===== src/rtl/bootrom_arbiter.sv =====
// bootrom_arbiter: shares a single-port 8KB boot ROM between the CPU bus
// (port 0) and a read-only scanner (port 1) with round-robin arbitration.
// Each access walks IDLE -> WAIT -> DONE, so ready follows valid by 2 cycles.
// Optional feature macro: BOOTROM_LOCK_EN (sticky lock that blocks port 0).
module bootrom_arbiter #(
   parameter logic [31:0] ROM_BASE   = 32'h0004_0000,
   parameter int          ROM_ADDR_W = 13
) (
   input  logic                  clk,
   input  logic                  resetn,
   input  logic                  p0_valid,
   input  logic [31:0]           p0_addr,
   input  logic [3:0]            p0_wstrb,
   output logic                  p0_ready,
   output logic [31:0]           p0_rdata,
   input  logic                  p1_valid,
   input  logic [31:0]           p1_addr,
   output logic                  p1_ready,
   output logic [31:0]           p1_rdata,
   output logic                  rom_enable,
   output logic [ROM_ADDR_W-1:0] rom_addr,
   input  logic [31:0]           rom_rdata,
   output logic                  fault,
   input  logic                  lock
);

   typedef enum logic [1:0] {
      S_IDLE = 2'd0,
      S_WAIT = 2'd1,
      S_DONE = 2'd2
   } state_t;

   state_t      r_state, w_next;
   logic        r_last;      // last granted port, 1 at reset so port 0 wins first tie
   logic        r_port;      // port owning the transaction in flight
   logic        r_legal;     // in flight access is a permitted ROM read
   logic        r_fault;
   logic [31:0] r_rdata0, r_rdata1;

   logic        w_sel1, w_grant, w_inwin, w_wr, w_blk, w_legal;
   logic [31:0] w_addr;

   // Port 1 wins when alone, or on a tie when port 0 was served last.
   assign w_sel1  = p1_valid & (~p0_valid | ~r_last);
   assign w_grant = (r_state == S_IDLE) & (p0_valid | p1_valid);
   assign w_addr  = w_sel1 ? p1_addr : p0_addr;
   assign w_inwin = (w_addr[31:ROM_ADDR_W] == ROM_BASE[31:ROM_ADDR_W]);
   assign w_wr    = ~w_sel1 & (|p0_wstrb);

`ifdef BOOTROM_LOCK_EN
   logic r_locked;

   // Sticky boot-complete lock; only reset reopens the ROM to port 0.
   always_ff @(posedge clk or negedge resetn) begin
      if (!resetn)   r_locked <= 1'b0;
      else if (lock) r_locked <= 1'b1;
   end

   assign w_blk = ~w_sel1 & r_locked;
`else
   logic w_unused_lock;
   assign w_unused_lock = lock;
   assign w_blk         = 1'b0;
`endif

   assign w_legal = w_inwin & ~w_wr & ~w_blk;

   // State register.
   always_ff @(posedge clk or negedge resetn) begin
      if (!resetn) r_state <= S_IDLE;
      else         r_state <= w_next;
   end

   // Next state and the combinational ROM strobe issued in the grant cycle.
   always_comb begin
      w_next     = r_state;
      rom_enable = 1'b0;
      rom_addr   = '0;
      case (r_state)
         S_IDLE: begin
            if (w_grant) begin
               w_next = S_WAIT;
               if (w_legal) begin
                  rom_enable = 1'b1;
                  rom_addr   = w_addr[ROM_ADDR_W-1:0];
               end
            end
         end
         S_WAIT:  w_next = S_DONE;
         S_DONE:  w_next = S_IDLE;
         default: w_next = S_IDLE;
      endcase
   end

   // Latch the grant decision for the WAIT/DONE cycles.
   always_ff @(posedge clk or negedge resetn) begin
      if (!resetn) begin
         r_last  <= 1'b1;
         r_port  <= 1'b0;
         r_legal <= 1'b0;
      end else if (w_grant) begin
         r_last  <= w_sel1;
         r_port  <= w_sel1;
         r_legal <= w_legal;
      end
   end

   // Capture ROM data (or zero for illegal accesses) and flag faults in WAIT.
   always_ff @(posedge clk or negedge resetn) begin
      if (!resetn) begin
         r_rdata0 <= '0;
         r_rdata1 <= '0;
         r_fault  <= 1'b0;
      end else if (r_state == S_WAIT) begin
         if (r_port) r_rdata1 <= r_legal ? rom_rdata : 32'h0;
         else        r_rdata0 <= r_legal ? rom_rdata : 32'h0;
         if (!r_legal) r_fault <= 1'b1;
      end
   end

   assign p0_ready = (r_state == S_DONE) & ~r_port;
   assign p1_ready = (r_state == S_DONE) &  r_port;
   assign p0_rdata = r_rdata0;
   assign p1_rdata = r_rdata1;
   assign fault    = r_fault;

endmodule


===== config.mk =====
export PLATFORM = sky130hd
export DESIGN_NAME = bootrom_arbiter
export DESIGN_NICKNAME = d
export VERILOG_FILES = /design/src/rtl/bootrom_arbiter.sv
export SDC_FILE = /design/constraint.sdc
export NUM_CORES = 1
export LEC_CHECK = 0
export ABC_CLOCK_PERIOD_IN_PS = 2400
export BUFFER_PORTS_ARGS = -buffer_cell sky130_fd_sc_hd__buf_2
export CORE_MARGIN = 2
export CORE_UTILIZATION = 25
export CTS_CLUSTER_SIZE = 10
export DETAILED_ROUTE_END_ITERATION = 12
export PLACE_DENSITY = 0.6
export SETUP_SLACK_MARGIN = 0.3
export SYNTH_ARGS = -nofsm -noshare
export SYNTH_HDL_FRONTEND = slang
export SYNTH_SLANG_ARGS = --single-unit

===== constraint.sdc =====
create_clock -name clk -period 2.4 [get_ports clk]
set_clock_uncertainty 0.05 [all_clocks]
set_input_delay 0.24 -clock clk [delete_from_list [all_inputs] [get_ports clk]]
set_output_delay 0.24 -clock clk [all_outputs]
set_load 0.01 [all_outputs]

Yosys cells after proc, flatten, opt, wreduce, memory -nomap -nowiden:

Cells that the tools add are included.

* output and inout bits: 81
* memories kept: 0
* input bits: 105
* latch bits: 0
* bits in writable memories: 0
* register bits: 70
* word-level logic and storage cells: 40
* memory bits (read-only): 0

* muxes and demuxes: 10
* $mul: 0
* reductions and logical operators: 5
* shift-type cells: 0
* add/subtract/negate cells: 0
* bitwise logic cells: 14
* divide/modulo/power cells: 0
* $lt $le $gt $ge: 0
* eq/ne operators: 4

Operators with widths (count)
* 2-to-1 mux 32 bit: 2
* 2-to-1 mux 13 bit: 3
* equality test 19 x 6 -> 1 bit, second input constant: 1
* AND 1 bit: 6
* inverter 1 bit: 6
* AND reduction 2 bit: 3
* case mux 2 bit (2 select lines): 1
* OR reduction 4 bit: 1
* 2-to-1 mux 1 bit: 3
* equality test 2 x 1 -> 1 bit, second input constant: 1
* equality test 2 bit, second input constant: 1
* logical NOT 2 bit: 1
* 2-to-1 mux 2 bit: 1
* inequality test 2 bit, second input constant: 1
* bitwise OR 1 bit: 2

Depth between registers and ports, before layout:

* depth in word-level cells: 10
* mapped depth: 6
* depth with buffers taken out: 4

Least setup slack after synthesis:

Ideal clock, no wire load.

* path type: register to output
* start: register r_last
* end: output port rom_addr[10]
* cell stages (with the launch flop): 6
* setup slack: 379 ps
* path buffers: 1
* arrival time: 1731 ps
* required time: 2110 ps
* path through: dfstp_2 > a21boi_1 > or4_1 > o32a_4 > buf_6 > a21oi_2

* longest elaborated chain between the ends: 10
* elaborated cells on any way between the ends: 12
* those cells by class: eq/ne (1); mux (4); bitwise (7)

RTL lines
* from (decl): RTL line 34 `logic r_last;`
* from (signal assigned): RTL line 102 `r_last <= w_sel1;`
* inverter 1 bit (*): RTL line 44 `assign w_sel1 = p1_valid & (~p0_valid | ~r_last);`
* bitwise OR 1 bit (*): RTL line 44
* AND 1 bit (*): RTL line 44
* parallel branches: the longest is 4 deep, another holds 2-to-1 mux 32 bit
* 2-to-1 mux 13 bit (*): RTL line 83 `if (w_legal) begin`
* 2-to-1 mux 13 bit (*): RTL line 81 `if (w_grant) begin`
* 2-to-1 mux 13 bit (*): RTL line 79 `case (r_state)`
* to (decl): RTL line 21 `output logic [ROM_ADDR_W-1:0] rom_addr,`

Every way passes the cells marked *.

Worst setup path after layout:

* start: register r_last
* end: output port rom_addr[0]

The elaborated chain is that of the path after synthesis.

==> results.cfg <==
[timing]
layout_worst_path_cycle_share_pct = 97.8
worst_slew_pin_slew_ns = 0.873
report.final.setup_viol = 0
final-max-slew-violation-count = 0
timing.slew.headroom_pct = 41.8
setup-tns-final_ns = 0
finalHoldViolations = 2
grt_setup_unrepaired = true
hold_worst_slack_ns = -0.000127
final_critical_path_required_period_ns = 2.35
timing.fmax_mhz = 426

[route]
dr.first_iter.drc_count = 140
detail_route.wl_per_cell_um = 13.2
detail_route.first_pass.iterations = 5
route.detailed.drc = 0
vias = 2918
drtAntennaViolNets = 0
postRouteWirelength_um = 8690
viasPerCell = 4.43

[final_layout]
flow.area_growth_from_synthesis_pct = 51.3
final_nets = 615
drive_above_1_share_pct = 44.7
stdcell_area_um2 = 4440
layout.cells.most_common = sky130_fd_sc_hd__buf_2
fillerInstances = 1192
post-route-util_pct = 38.9
layoutNonFillerInstCount = 658
most_frequent_cells_in_the_layout = sky130_fd_sc_hd__buf_2, sky130_fd_sc_hd__nand2_1, sky130_fd_sc_hd__dfrtp_1
antennaDiodeCount = 0
seq_area_um2 = 1750
multi_input_comb_area_um2 = 1140

[clock_network]
tritoncts = yes
tritoncts.num_buffers = 9
cts.hold.buffers_added = 0
cts_root_buffer = sky130_fd_sc_hd__clkbuf_16
cts.htree.levels = 3
clock_buffer_depth = 2
clk_pin_slew_worst_paths_ns = 0.06
clock_insertion_delay_worst_skew_ns = 0.32
clkSinkCount = 70

[floorplan]
placementRows = 39
die_w_um = 112
initial_core_utilization_pct = 25.7
floorplan.die_area_um2 = 12600
die_outline_height_um = 112
io_pins = 186
core_um2 = 11400

[yosys]
yosysWarningCount = 0
synth.ff_latch_count = 70
syn_area_um2 = 2930
asyncSetResetFlopFracSynth_pct = 100
synth_fp_nets = 429
postSynthCellCount = 324
synth-edff-count = 0
most_used_dff_post_synth = sky130_fd_sc_hd__dfrtp_1
synth-seq-area-share_pct = 59.7
synthesis.area_per_instance_um2 = 9.06
post_synth_num_cell_types = 24

[placed_design]
gp_weighted_congestion = 0.741
placed_wire_length_estimate_um = 6200
port_buffers = 184
detailed_place.area_um2 = 4010
placed_cells = 638

[worst_hold_path]
hp-class = in2async

[worst_setup_path]
worstSetupPathType = reg2out
cp_num_buf_inv = 1
timing.critical_path.required_ns = 2.11
critical-path-top-delay-family = compound AO/OA/AOI/OAI gates
timing.critical_path.from_type = register
worst-endpoint-arrival_ns = 2.06
cpMaxStageDelayCell = sky130_fd_sc_hd__dfstp_2
largest_driver_fanout_on_the_critical_path = 8
worstSetupEndpointType = output pin
critical_path.max_stage_delay_ns = 0.54
crit_chain = a21boi_2 -> or4_4 -> o32a_4 -> a21oi_2 -> buf_2

[status]
violated_checks = negative hold slack
run_status = complete, but fails checks

[global_routing]
antenna_found_initial = 0
grt_overflow = 0
track_usage_pct = 14.0
largest_net_degree_at_the_start_of_global_routing = 71
grt_first_pass_wirelength_um = 14400
grt_pass1_vias = 2953

[power_and_ir_drop]
max-vdd-ir-drop_mv = 0.349
power_density_nw_per_um2 = 784
p_leak_nw = 2.31

[run]
cap_violations = 0
sequential cells by signal, summed over array words and instances, names as in the netlist:
name,count
r_state,2
fault,1
p1_rdata,32
r_legal,1
r_last,1
r_port,1
p0_rdata,32
cells by family (layout without fill, tap and decap cells):
group	count (synthesis)	after routing	synth area share [%]
DFF	70	70	59.7
AOI/OAI and AO/OA	84	85	16.3
and+or+nand+nor	147	147	20.8
buffers and inverters	23	213	3.20
final timing paths:
check / cells past startpoint / slack [ns] / startpoint / to
worst max-delay path: 5 / 0.05 / r_last / rom_addr[0]
worst min register to register: 1 / 0.42 / fault / fault
min in group clk: 3 / 0.13 / rom_rdata[14] / p1_rdata[14]
worst max register to register: 5 / 0.62 / r_last / r_legal
max in group asynchronous: 1 / 1.74 / resetn / p0_rdata[6]
worst min-delay path: 1 / -0.0001 / resetn / p1_rdata[20]
Yosys cell counts, types with 2 or more instances:
cell type / instances / area [µm²]
sky130_fd_sc_hd__inv_1: 3 / 11.3
sky130_fd_sc_hd__nand4_1: 2 / 12.5
sky130_fd_sc_hd__nor4b_1: 2 / 17.5
sky130_fd_sc_hd__nor3_1: 2 / 10.0
sky130_fd_sc_hd__dfrtp_1: 69 / 1730
sky130_fd_sc_hd__o21ai_0: 66 / 330
sky130_fd_sc_hd__nand2_1: 125 / 469
sky130_fd_sc_hd__a21oi_2: 8 / 70.1
sky130_fd_sc_hd__nor2_1: 2 / 7.51
sky130_fd_sc_hd__nor4_1: 7 / 43.8
sky130_fd_sc_hd__a21oi_1: 5 / 25.0
sky130_fd_sc_hd__a21o_1: 3 / 22.5
sky130_fd_sc_hd__clkbuf_1: 19 / 71.3
worst register-to-register path: cells and delay by family, from the launching register on:
| family | cells | cell delay, ns |
|---|---|---|
| AND/OR/NAND/NOR | 1 | 0.45 |
| buffers and inverters | 1 | 0.15 |
| flip-flops | 1 | 0.54 |
| AO/OA/AOI/OAI | 3 | 0.52 |
what timing repair did:
action	4_1_cts	5_1_grt
setup buffers	2	1
setup endpoints to repair	14	14
gates cloned	1	0
hold endpoints to repair	0	0
resized for setup	9	1
pin swaps	1	0
stage by stage:
step | setup WS, ns | hold WS, ns | power (mW)
2_1_floorplan | 0.379 | -0.106 | 1.67
3_3_place_gp | 0.346 | 0.357 | 1.95
3_5_place_dp | 0.308 | 0.374 | 1.96
4_1_cts | 0.0671 | 0.0283 | 3.54
5_1_grt | 0.0146 | 0.0726 | 3.69
6_report | 0.0522 | -0.000127 | 3.48
final cells by class:
class / instances / share of cell area, %
multi-input combinational: 232 / 25.7
clock buffer: 11 / 5.47
clock inverter: 5 / 2.40
timing repair buffer: 194 / 22.6
tap: 143 / 4.03
sequential: 70 / 39.5
inverter: 3 / 0.254
metal layers:
layer	track usage, %	wire (µm)
met1	17.6	3760
met2	23.5	4300
met3	3.40	526
met4	5.37	103
met5	0	0
power by group:
group / total, mW / internal [mW] / switching, mW
Combinational: 0.646 / 0.209 / 0.436
Sequential: 1.31 / 1.25 / 0.0534
Clock: 1.53 / 1.05 / 0.482
Total: 3.48 / 2.51 / 0.972
No activity file was read; power rests on OpenSTA's default activity.
